--- src/rtl/dn_receiver.sv ---
// Download receiver: buffers loader bytes into shared-RAM writes, then starts the CPU.
// Define DN_RECEIVER_CHECKSUM_EN to build the running byte checksum.
module dn_receiver #(
  parameter int FIFO_DEPTH = 4
) (
  input  logic                        clk_sys,
  input  logic                        reset_n,
  input  logic                        dn_go,
  input  logic                        dn_wr,
  input  logic [15:0]                 dn_addr,
  input  logic [7:0]                  dn_data,
  input  logic [15:0]                 execute_addr,
  input  logic                        execute_enable,
  output logic                        ram_req,
  output logic [15:0]                 ram_addr,
  output logic [7:0]                  ram_dout,
  input  logic                        ram_ack,
  output logic                        cpu_hold,
  output logic                        cpu_start,
  output logic [15:0]                 cpu_start_addr,
  output logic [$clog2(FIFO_DEPTH):0] fifo_level,
  output logic                        overflow,
  output logic [7:0]                  checksum
);

  localparam int AW = $clog2(FIFO_DEPTH);
  localparam int LW = AW + 1;

  typedef enum logic [1:0] {
    S_IDLE,
    S_LOAD,
    S_DRAIN,
    S_START
  } state_t;

  state_t          r_state;
  state_t          w_next;
  logic [15:0]     r_addr_mem [FIFO_DEPTH];
  logic [7:0]      r_data_mem [FIFO_DEPTH];
  logic [AW-1:0]   r_wptr;
  logic [AW-1:0]   r_rptr;
  logic [LW-1:0]   r_count;
  logic            r_go_d;
  logic            r_pend;
  logic            r_ovf;
  logic [15:0]     r_start_addr;

  logic w_empty;
  logic w_full;
  logic w_pop;
  logic w_push_req;
  logic w_push;
  logic w_drop;
  logic w_rise;
  logic w_pend;

  assign w_empty    = (r_count == '0);
  assign w_full     = (r_count == LW'(FIFO_DEPTH));
  assign w_pop      = !w_empty && ram_ack;
  assign w_push_req = dn_go && dn_wr;
  // A full FIFO still accepts when the head leaves in the same cycle
  assign w_push     = w_push_req && (!w_full || w_pop);
  assign w_drop     = w_push_req && w_full && !w_pop;
  assign w_rise     = dn_go && !r_go_d;
  assign w_pend     = r_pend || execute_enable;

  always_ff @(posedge clk_sys) begin
    if (w_push) begin
      r_addr_mem[r_wptr] <= dn_addr;
      r_data_mem[r_wptr] <= dn_data;
    end
  end

  always_ff @(posedge clk_sys) begin
    if (!reset_n) begin
      r_wptr  <= '0;
      r_rptr  <= '0;
      r_count <= '0;
    end else begin
      if (w_push) r_wptr <= r_wptr + 1'b1;
      if (w_pop)  r_rptr <= r_rptr + 1'b1;
      if (w_push && !w_pop)
        r_count <= r_count + 1'b1;
      else if (w_pop && !w_push)
        r_count <= r_count - 1'b1;
    end
  end

  always_ff @(posedge clk_sys) begin
    if (!reset_n) begin
      r_state      <= S_IDLE;
      r_go_d       <= 1'b0;
      r_pend       <= 1'b0;
      r_ovf        <= 1'b0;
      r_start_addr <= '0;
    end else begin
      r_state <= w_next;
      r_go_d  <= dn_go;
      if (execute_enable) begin
        r_pend       <= 1'b1;
        r_start_addr <= execute_addr;
      end else if (r_state == S_START) begin
        r_pend <= 1'b0;
      end
      if (w_drop)
        r_ovf <= 1'b1;
      else if (w_rise)
        r_ovf <= 1'b0;
    end
  end

  always_comb begin
    w_next = r_state;
    unique case (r_state)
      S_IDLE: begin
        if (dn_go)
          w_next = S_LOAD;
        else if (w_pend && w_empty)
          w_next = S_START;
      end
      S_LOAD: begin
        if (!dn_go) w_next = S_DRAIN;
      end
      S_DRAIN: begin
        if (dn_go)
          w_next = S_LOAD;
        else if (w_empty)
          w_next = w_pend ? S_START : S_IDLE;
      end
      S_START: w_next = S_IDLE;
      default: w_next = S_IDLE;
    endcase
  end

`ifdef DN_RECEIVER_CHECKSUM_EN
  logic [7:0] r_sum;

  always_ff @(posedge clk_sys) begin
    if (!reset_n)
      r_sum <= '0;
    else if (w_rise)
      r_sum <= w_push ? dn_data : 8'h00;
    else if (w_push)
      r_sum <= r_sum + dn_data;
  end

  assign checksum = r_sum;
`else
  assign checksum = 8'h00;
`endif

  assign ram_req        = !w_empty;
  assign ram_addr       = w_empty ? 16'h0000 : r_addr_mem[r_rptr];
  assign ram_dout       = w_empty ? 8'h00 : r_data_mem[r_rptr];
  assign cpu_hold       = (r_state != S_IDLE);
  assign cpu_start      = (r_state == S_START);
  assign cpu_start_addr = r_start_addr;
  assign fifo_level     = r_count;
  assign overflow       = r_ovf;

endmodule

--- config.mk ---
export PLATFORM = sky130hd
export DESIGN_NAME = dn_receiver
export DESIGN_NICKNAME = d
export VERILOG_FILES = /design/src/rtl/dn_receiver.sv
export SDC_FILE = /design/constraint.sdc
export NUM_CORES = 1
export LEC_CHECK = 0
export CAP_MARGIN = 20
export CELL_PAD_IN_SITES_DETAIL_PLACEMENT = 0
export CELL_PAD_IN_SITES_GLOBAL_PLACEMENT = 1
export CORE_UTILIZATION = 39
export DETAILED_ROUTE_END_ITERATION = 10
export HOLD_SLACK_MARGIN = 0.1
export PLACE_DENSITY = 0.74
export SKIP_CTS_REPAIR_TIMING = 1
export SYNTH_ARGS = -nofsm -noshare
export SYNTH_HDL_FRONTEND = slang
export SYNTH_SLANG_ARGS = --single-unit
--- constraint.sdc ---
create_clock -name clk_sys -period 2 [get_ports clk_sys]
set_input_delay 0.2 -clock clk_sys [delete_from_list [all_inputs] [get_ports clk_sys]]
set_output_delay 0.2 -clock clk_sys [all_outputs]
set_load 0.02 [all_outputs]
* Yosys cells after proc, flatten, opt, wreduce, memory -nomap -nowiden
Memory sizes are Yosys's and may differ from the RTL's. A register that Yosys moved wholly into a read port is not among the register bits.
Index checks and enable logic that the tools add are counted.
** Storage, ports and cells
- Flip-flop bits (word level) :: 28
- RAM bits :: 96
- Output and inout bits :: 55
- Word-level logic and storage cells :: 65
- Memories :: 2
** Operators by class
- $add $sub $neg :: 4
- Equal/unequal tests :: 7
- Muxes and demuxes :: 21
- Reduce and logical (&&, ||, !) cells :: 23
** Memory list
- r_addr_mem :: words 4, bits a word 16, rd ports 1, clocked after memory_dff 1, wr ports 1, RTL line 38 : logic [15:0] r_addr_mem [FIFO_DEPTH];
- r_data_mem :: words 4, bits a word 8, rd ports 1, clocked after memory_dff 1, wr ports 1, RTL line 39 : logic [7:0] r_data_mem [FIFO_DEPTH];
** Operator list (count)
- $mux 2 :: 10
- $mux 16 :: 1
- $logic_and 1x1->1 :: 9
- $mux 8 :: 1
- $pmux 2 s4 :: 1
- $reduce_bool 2->1 :: 4
- $mux 1 :: 6
- $mux 3 :: 2
- $ne 3x3->1 const B :: 2
- $logic_not 1->1 :: 5
- $add 2x1->2 const B :: 2
- $eq 2x2->1 const B :: 2
- $add 3x1->3 const B :: 1
- $eq 3x3->1 const B :: 1
- $logic_not 3->1 :: 1
- $reduce_and 3->1 :: 1
- $sub 3x1->3 const B :: 1
- $eq 2x1->1 const B :: 1
- $logic_not 2->1 :: 1
- $logic_or 1x1->1 :: 2
- $ne 2x2->1 const B :: 1

* Logic depth before layout (Yosys ltp)
Gate-level depths: netlist (run 1).
- Word-level depth :: 9
- Depth in mapped cells :: 8
- Depth with buffers taken out :: 8

* Least setup slack after synthesis (run 1)
OpenSTA, ideal clock, no wires.
- Kind :: reg2reg
- Start point :: register r_count[0], in the netlist fifo_level[0]
- End point :: register r_count[2], in the netlist fifo_level[2]
- Library setup time :: 76 ps
- Arrival time :: 2224 ps
- Required time :: 1924 ps
- Setup slack :: -299 ps
- Stages on the path, launching flop included :: 9
- Path buffers :: 0
- Path through :: dfxtp_1 -> nor4b_1 -> nor2_1 -> ha_1 -> inv_1 -> fa_1 -> xor2_1 -> or3_1 -> a21boi_0
** Between the ends
- Cells in the longest elaborated chain, start to end :: 8
- Elaborated cells on any way between the ends :: 16
- Classes of those cells :: add/sub: 2; eq/ne: 1; mux: 2; reduce/logical: 11
** Ends and longest elaborated chain
- from (decl) :: RTL line 42 : logic [LW-1:0] r_count;
- from (signal assigned) :: RTL line 83 : r_count <= r_count + 1'b1;
- from (signal assigned) :: RTL line 85 : r_count <= r_count - 1'b1;
- $logic_not 3->1 :: RTL line 57 : assign w_empty = (r_count == '0);
- $logic_not 1->1 :: RTL line 59 : assign w_pop = !w_empty && ram_ack;
- $logic_and 1x1->1 :: RTL line 59
- $logic_or 1x1->1 (*) :: RTL line 62 : assign w_push = w_push_req && (!w_full || w_pop);
- $logic_and 1x1->1 (*) :: RTL line 62
- net w_push :: RTL line 52 : logic w_push;
- $logic_not 1->1 :: RTL line 84 : else if (w_pop && !w_push)
- $logic_and 1x1->1 :: RTL line 84
- $reduce_bool 2->1 (no source line)
The timed path passes the listed nets; every way through them passes the cells marked *. The select of a mux whose other input is x is not followed.
A chain may end at the register's enable or synchronous reset.

==> out/metrics.cfg, run 1 <==
[run_status]
status = finished with violations
violations = negative setup slack

[drt]
drc = 0
vias = 2770
routed.top_layer = met4
drt-pass1-iter-count = 4
wl_um = 9270
wl_per_cell_um = 15.7
wl_met1_um = 4020
ant_nets = 0
met3_length_um = 688
dr_wl_met2_um = 4440
vias_per_cell = 4.70
drt_iter0_markers = 127

[synthesis]
netlist_area_um2 = 5000
synth_top_area_share_pct = 57.6
syn_inst = 286
yosys.area.top_type = edfxtp_1
yosysSeqAreaShare_pct = 69.7
synthSimpleGateAreaFrac_pct = 7.91
synth_fa_ha_area_share_pct = 1.65
netlist-cell-type-count = 32
ys_ff_latch = 126
synth-xor-area-share_pct = 0.525
synth-compound-area-share_pct = 1.68
synth.area.top_cells = edfxtp_1, dfxtp_1, mux4_2, and2_1, mux2i_1
ys_warn_count = 0
synth_top_family_by_area = multiplexers
muxShareOfSynthArea_pct = 14.9
avgSynthCellArea_um2 = 17.5

[worst_setup_path]
critPathRequiredTime_ns = 1.80
path_class = flop to primary output
rr_worst_depth = 7
cp_max_fo = 9
crit_path_end_kind = primary output
cp.arrival_ns = 1.86
worstSetupStartpointType = flop
r2r_end = fifo_level[2]
r2r-start = fifo_level[2]
rrSetupSlack_ns = 0.10

[power]
clkPwrFrac_pct = 35.9
power.density_nw_per_um2 = 1180
peakVddDrop_uv = 610
combPwrFrac_pct = 26.3
leakagePower_nw = 2.48
internal_power_mw = 5.95
switching_power_mw = 2.19
seq_power_share_pct = 37.9
swShare_pct = 26.9
p_total_mw = 8.14

[grt]
grt_pass1_wl_um = 14600
grt_pass1_vias = 2815
global_route.usage.total_pct = 15.3
grt_start_max_net_pins = 25
antenna_found_initial = 0
grt-ovfl-total = 0

[placement]
place_area_um2 = 6300
port_buffers = 92
place_congestion = 0.683
pre_cts_slack_ns = -0.163
dp_hpwl_um = 5950

[hold_path]
whs_path_depth = 3
hold_class = input port to flop
min_to = cpu_start_addr[15]
hold_path_startpoint = execute_addr[15]

[floorplan]
die_h_um = 115
start_util_pct = 39.8
rows = 41
io_pins = 101
core_area_um2 = 12600
dieWidth_um = 115
die_area_um2 = 13300

[finish]
final_nets = 456
most-common-layout-cells = edfxtp_1, clkdlybuf4s50_1, dfxtp_1
regArea_um2 = 3500
mostFrequentLayoutCell = edfxtp_1
final_area_um2 = 6920
n_antenna_cell = 0
area_growth_pct = 38.4
drive_above_1_share_pct = 29.5
filler_cell_count = 1037
multiInputGateArea_um2 = 1420

[clock_tree]
clkSinkCount = 126
cts_tree = done
cts-root-buf = clkbuf_16
cts_buffers = 17
clk_pin_slew_ns = 0.06
clkLatencyLatePin_ns = 0.41
clock_path_buffers = 2
cts.htree.levels = 4

[sta]
fin_setup_tns_ns = -0.0632
max_clock_freq_ghz = 0.486
max_slew.worst_pin.slew_ns = 0.523
rsz0062_at_grt = true
hold_viol_final = 0
finalSetupViolations = 3
relSlewSlack_pct = 65.0
fin_ws_ns = -0.0592
fin_crit_sh_pct = 103
min_period_ns = 2.06
drv_slew = 0
finClkSkew_ns = 0.00476

[job]
maxCapViolCount = 0

-- cells in the mapped netlist --
library cell / number
ha_1: 5
or3_1: 2
mux4_1: 4
edfxtp_1: 96
o2111a_1: 1
and2_1: 32
or2_2: 1
inv_1: 7
xnor2_1: 2
nor3_2: 1
a21oi_1: 2
xor2_1: 1
mux2i_1: 19
o31ai_1: 1
nor2b_1: 18
buf_12: 2
o21bai_1: 1
nor4b_1: 1
buf_6: 1
buf_2: 4
conb_1: 1
o21ai_0: 5
a21boi_0: 3
dfxtp_1: 30
nand3_1: 1
clkbuf_1: 6
and3_1: 1
fa_1: 1
mux4_2: 20
nor2_1: 2
nand2_1: 7
buf_4: 8
-- logic make-up after synthesis --
group	Yosys count
AOI/OAI and AO/OA	13
DFF	126
muxes	43
buffers and inverters	28
other	1
adders and majority gates	6
xor gates and xnor gates	3
and+or+nand+nor	66
-- final cells by class --
type | count | share of cell area (%)
sequential | 126 | 50.6
timing repair buffer | 113 | 17.1
clock buffer | 18 | 6.20
tap | 172 | 3.11
clock inverter | 14 | 2.12
inverter | 7 | 0.380
multi-input combinational | 139 | 20.5
-- power by group through the flow --
stage	sequential, mW	combinational, mW	clock (mW)
2_1_floorplan	3.14	1.13	0
3_3_place_gp	3.11	2.05	0
3_5_place_dp	3.11	2.06	0
4_1_cts	3.06	2.06	3.01
5_1_grt	3.10	2.32	3.10
6_report	3.08	2.14	2.92
-- metal layers --
| layer | global-route usage [%] | vias up |
|---|---|---|
| met3 | 7.06 | 12 |
| met2 | 24.2 | 93 |
| met1 | 18.0 | 1367 |
| met4 | 6.58 | 0 |
| li1 | - | 1298 |
| met5 | 0 | - |
-- stage by stage --
stage | hold WS (ns) | util, % | std cells
floorplan | 0.299 | - | 293
global placement | 0.477 | 50.1 | 556
detailed placement | 0.499 | 50.1 | 556
CTS | 0.390 | 54.7 | 588
global route | 0.411 | 55.1 | 589
finish | 0.415 | 55.1 | 589
-- state kept, by name, indices dropped and copies added, names as in the netlist, named ones only --
signal and count:
r_pend 1, r_state 2, cpu_start_addr 16, r_go_d 1, r_data_mem 32, fifo_level 3
r_rptr 2, r_wptr 2, r_addr_mem 64, overflow 1
-- how the worst max path moves through the flow --
stage	end	slack, ns	depth (start not counted)
floorplan	fifo_level[2]	0.003	7
global placement	fifo_level[2]	-0.11	9
detailed placement	fifo_level[2]	-0.16	9
CTS	ram_dout[3]	-0.50	4
global route	ram_dout[3]	-0.12	4
finish	ram_dout[3]	-0.06	4
-- worst max-delay path, cell delays in order, from the launching register on --
cell and delay, ns:
dfxtp_4 0.41, buf_12 0.16, mux4_1 0.54, and2_1 0.18
buf_2 0.16
Power figures use the tool's default switching activity.
==> inputs of run 2 (changes only) <==
CORE_ASPECT_RATIO = 1.75   (was default)
==> out/metrics.cfg, run 2 (synthesis results as in run 1) <==
[drt]
vias = 2762
drt_iter0_markers = 140
ant_nets = 0
drc = 0
wl_um = 9410
drt-pass1-iter-count = 4
wl_per_cell_um = 16.1
vias_per_cell = 4.71

[clock_tree]
clk_pin_slew_ns = 0.05
cts-root-buf = clkbuf_16
clock_path_buffers = 2
cts_tree = done
cts.htree.levels = 4
clkSinkCount = 126
clkLatencyLatePin_ns = 0.40
cts_buffers = 17

[grt]
grt_start_max_net_pins = 26
grt_pass1_wl_um = 14500
global_route.usage.total_pct = 15.0
grt_pass1_vias = 2927
antenna_found_initial = 0
grt-ovfl-total = 0

[run_status]
violations = negative setup slack
status = finished with violations

[power]
power.density_nw_per_um2 = 1240
leakagePower_nw = 2.57
peakVddDrop_uv = 616

[finish]
largest_reg_flops = 64
area_growth_pct = 41.9
regArea_um2 = 3500
drive_above_1_share_pct = 32.3
mostFrequentLayoutCell = edfxtp_1
regMostFlops = r_addr_mem
finalNonFillerCells = 586
most-common-layout-cells = edfxtp_1, clkdlybuf4s50_1, dfxtp_1, buf_6
n_antenna_cell = 0
multiInputGateArea_um2 = 1450
final_nets = 457
filler_cell_count = 967

[sta]
drv_slew = 0
finClkSkew_ns = 0.00460
min_period_ns = 2.01
max_clock_freq_ghz = 0.498
fin_crit_sh_pct = 100
fin_ws_ns = -0.00707
hold_viol_final = 0
finalSetupViolations = 1
rsz0062_at_grt = true

[worst_setup_path]
rr_worst_depth = 7
worstSetupStartpointType = flop
path_class = flop to primary output
cp_max_fo = 6
critPathRequiredTime_ns = 1.80
cp.arrival_ns = 1.81
crit_path_end_kind = primary output

[floorplan]
io_pins = 101
rows = 54
die_area_um2 = 13300
core_area_um2 = 12500
die_h_um = 152
dieWidth_um = 87.6
start_util_pct = 40.0

[placement]
place_congestion = 0.710
pre_cts_slack_ns = -0.217
port_buffers = 92
dp_hpwl_um = 5910
place_inst = 551

[hold_path]
hold_class = input port to flop
whs_path_depth = 3

[job]
maxCapViolCount = 0

-- run 2: where the power goes --
part / leakage, nW / internal (mW) / switching, mW
combinational: 1.13 / 1.38 / 1.03
clock: 0.312 / 2.21 / 1.11
sequential: 1.12 / 2.97 / 0.114
total: 2.57 / 6.56 / 2.25
-- run 2: path summary, 6_finish.rpt --
kind | from | end | slack, ns
max | flop | ram_dout[5] | -0.007
min | execute_addr[8] | cpu_start_addr[8] | 0.42
max reg2reg | fifo_level[2] | fifo_level[2] | 0.08
min reg2reg | r_wptr[0] | r_wptr[0] | 0.51
-- run 2: critical path, stage by stage (launching register included) --
cell and delay (ns):
dfxtp_4 0.44, clkbuf_16 0.18, mux4_2 0.51, and2_4 0.16, buf_6 0.12
-- run 2: per-stage QoR --
| step | TNS [ns] | area (µm²) | hold WS, ns | power [mW] | util [%] |
|---|---|---|---|---|---|
| 6_report | -0.00707 | 7100 | 0.418 | 8.82 | 56.8 |
| 5_1_grt | -0.698 | 7100 | 0.411 | 9.17 | 56.8 |
| 4_1_cts | -9.71 | 6930 | 0.402 | 8.54 | 55.4 |
| 3_5_place_dp | -0.322 | 6290 | 0.499 | 5.20 | 50.3 |
| 3_3_place_gp | -0.198 | 6290 | 0.480 | 5.17 | 50.3 |
| 2_1_floorplan | 0 | 5050 | 0.299 | 4.27 | - |
-- run 2: cell type report --
type                            count  share of cell area (%)
Clock inverter                     14                    3.03
Multi-Input combinational cell    139                    20.4
Timing Repair Buffer              114                    17.9
Tap cell                          168                    2.96
Sequential cell                   126                    49.3
Inverter                            7                   0.370
Clock buffer                       18                    6.05
-- run 2: routing by layer --
metal | GRT usage, % | routed length, µm | vias to the layer above
li1 | - | - | 1299
met1 | 15.2 | 3610 | 1354
met2 | 26.6 | 5040 | 97
met3 | 6.14 | 614 | 12
met4 | 6.25 | 155 | 0
met5 | 0 | 0 | -
==> inputs of run 3 (changes only) <==
CORE_MARGIN = 2   (was default)
==> out/metrics.cfg, run 3 (synthesis results as in run 1) <==
[worst_setup_path]
worstSetupStartpointType = flop
path_class = flop to primary output
cp_max_fo = 6
critPathRequiredTime_ns = 1.80
cp.arrival_ns = 1.81
crit_path_end_kind = primary output

[sta]
fin_ws_ns = -0.00636
hold_viol_final = 0
fin_crit_sh_pct = 100
drv_slew = 0
min_period_ns = 2.01
rsz0062_at_grt = true
finalSetupViolations = 1
hold_slack_ns = 0.414
max_clock_freq_ghz = 0.498
finClkSkew_ns = 0.00965

[finish]
mostFrequentLayoutCell = edfxtp_1
area_growth_pct = 40.8
largest_reg_flops = 64
regMostFlops = r_addr_mem
most-common-layout-cells = edfxtp_1, clkdlybuf4s50_1, dfxtp_1
final_nets = 458
drive_above_1_share_pct = 32.5
n_antenna_cell = 0
filler_cell_count = 979
final_area_um2 = 7040

[placement]
place_area_um2 = 6280
port_buffers = 92
place_congestion = 0.686
dp_hpwl_um = 6090

[run_status]
status = finished with violations
violations = negative setup slack

[floorplan]
io_pins = 101
dieWidth_um = 89.6
die_h_um = 154
core_area_um2 = 12500
die_area_um2 = 13800
start_util_pct = 40.0
rows = 54

[grt]
grt_pass1_wl_um = 15100
grt_pass1_vias = 3035
antenna_found_initial = 0
grt_start_max_net_pins = 32
grt-ovfl-total = 0
global_route.usage.total_pct = 15.0

[drt]
drt_iter0_markers = 142
wl_per_cell_um = 16.4
vias_per_cell = 4.75
ant_nets = 0
drt-pass1-iter-count = 4
drc = 0
wl_um = 9650
vias = 2786

[hold_path]
hold_class = input port to flop

[power]
peakVddDrop_uv = 625
power.density_nw_per_um2 = 1220
leakagePower_nw = 2.55

[clock_tree]
clkSinkCount = 126
cts-root-buf = clkbuf_16
cts_tree = done
clk_pin_slew_ns = 0.06
clkLatencyLatePin_ns = 0.41
cts_buffers = 17
clock_path_buffers = 2
cts.htree.levels = 4

[job]
maxCapViolCount = 0

run 3: final cells by class:
cell class                 count  area (µm²)  area share (%)
tap                          168         210            2.98
sequential                   126        3500            49.7
inverter                       7        26.3           0.373
clock inverter                15         186            2.65
multi-input combinational    139        1440            20.5
timing repair buffer         115        1250            17.8
clock buffer                  17         425            6.04
run 3: power by group:
part / total (mW) / internal (mW) / switching, mW / leakage [nW]
Clock: 3.11 / 1.97 / 1.13 / 0.298
Combinational: 2.37 / 1.35 / 1.02 / 1.13
Sequential: 3.08 / 2.97 / 0.111 / 1.12
run 3: metrics by stage:
stage	TNS (ns)	instances	util [%]	worst slack [ns]	total power [mW]
2_1_floorplan	0	293	-	0.00264	4.27
6_report	-0.00636	587	56.3	-0.00636	8.56
5_1_grt	-1.18	587	56.3	-0.0831	8.96
4_1_cts	-9.97	584	55.1	-0.457	8.35
3_5_place_dp	-0.337	552	50.3	-0.237	5.21
3_3_place_gp	-0.211	552	50.3	-0.151	5.18
run 3: final timing paths:
| kind | startpoint | end | slack (ns) | cells past startpoint |
|---|---|---|---|---|
| setup reg to reg | fifo_level[2] | fifo_level[2] | 0.11 | 7 |
| hold / removal | execute_addr[8] | cpu_start_addr[8] | 0.41 | 3 |
| hold reg to reg | r_wptr[1] | r_wptr[1] | 0.50 | 2 |
| setup / recovery | flop | ram_addr[3] | -0.006 | 4 |
run 3: metal layers:
layer  global-route usage (%)  vias up  wire length, µm
li1                         -     1298                -
met1                     15.2     1376             3470
met2                     26.4      100             5440
met3                     6.12       12              609
met4                     5.69        0              134
met5                        0        -                0
run 3: worst max-delay path: stages, from the launching register on:
cell and delay (ns):
dfxtp_4 0.44, clkbuf_16 0.19, mux4_2 0.50, and2_4 0.15, buf_6 0.12
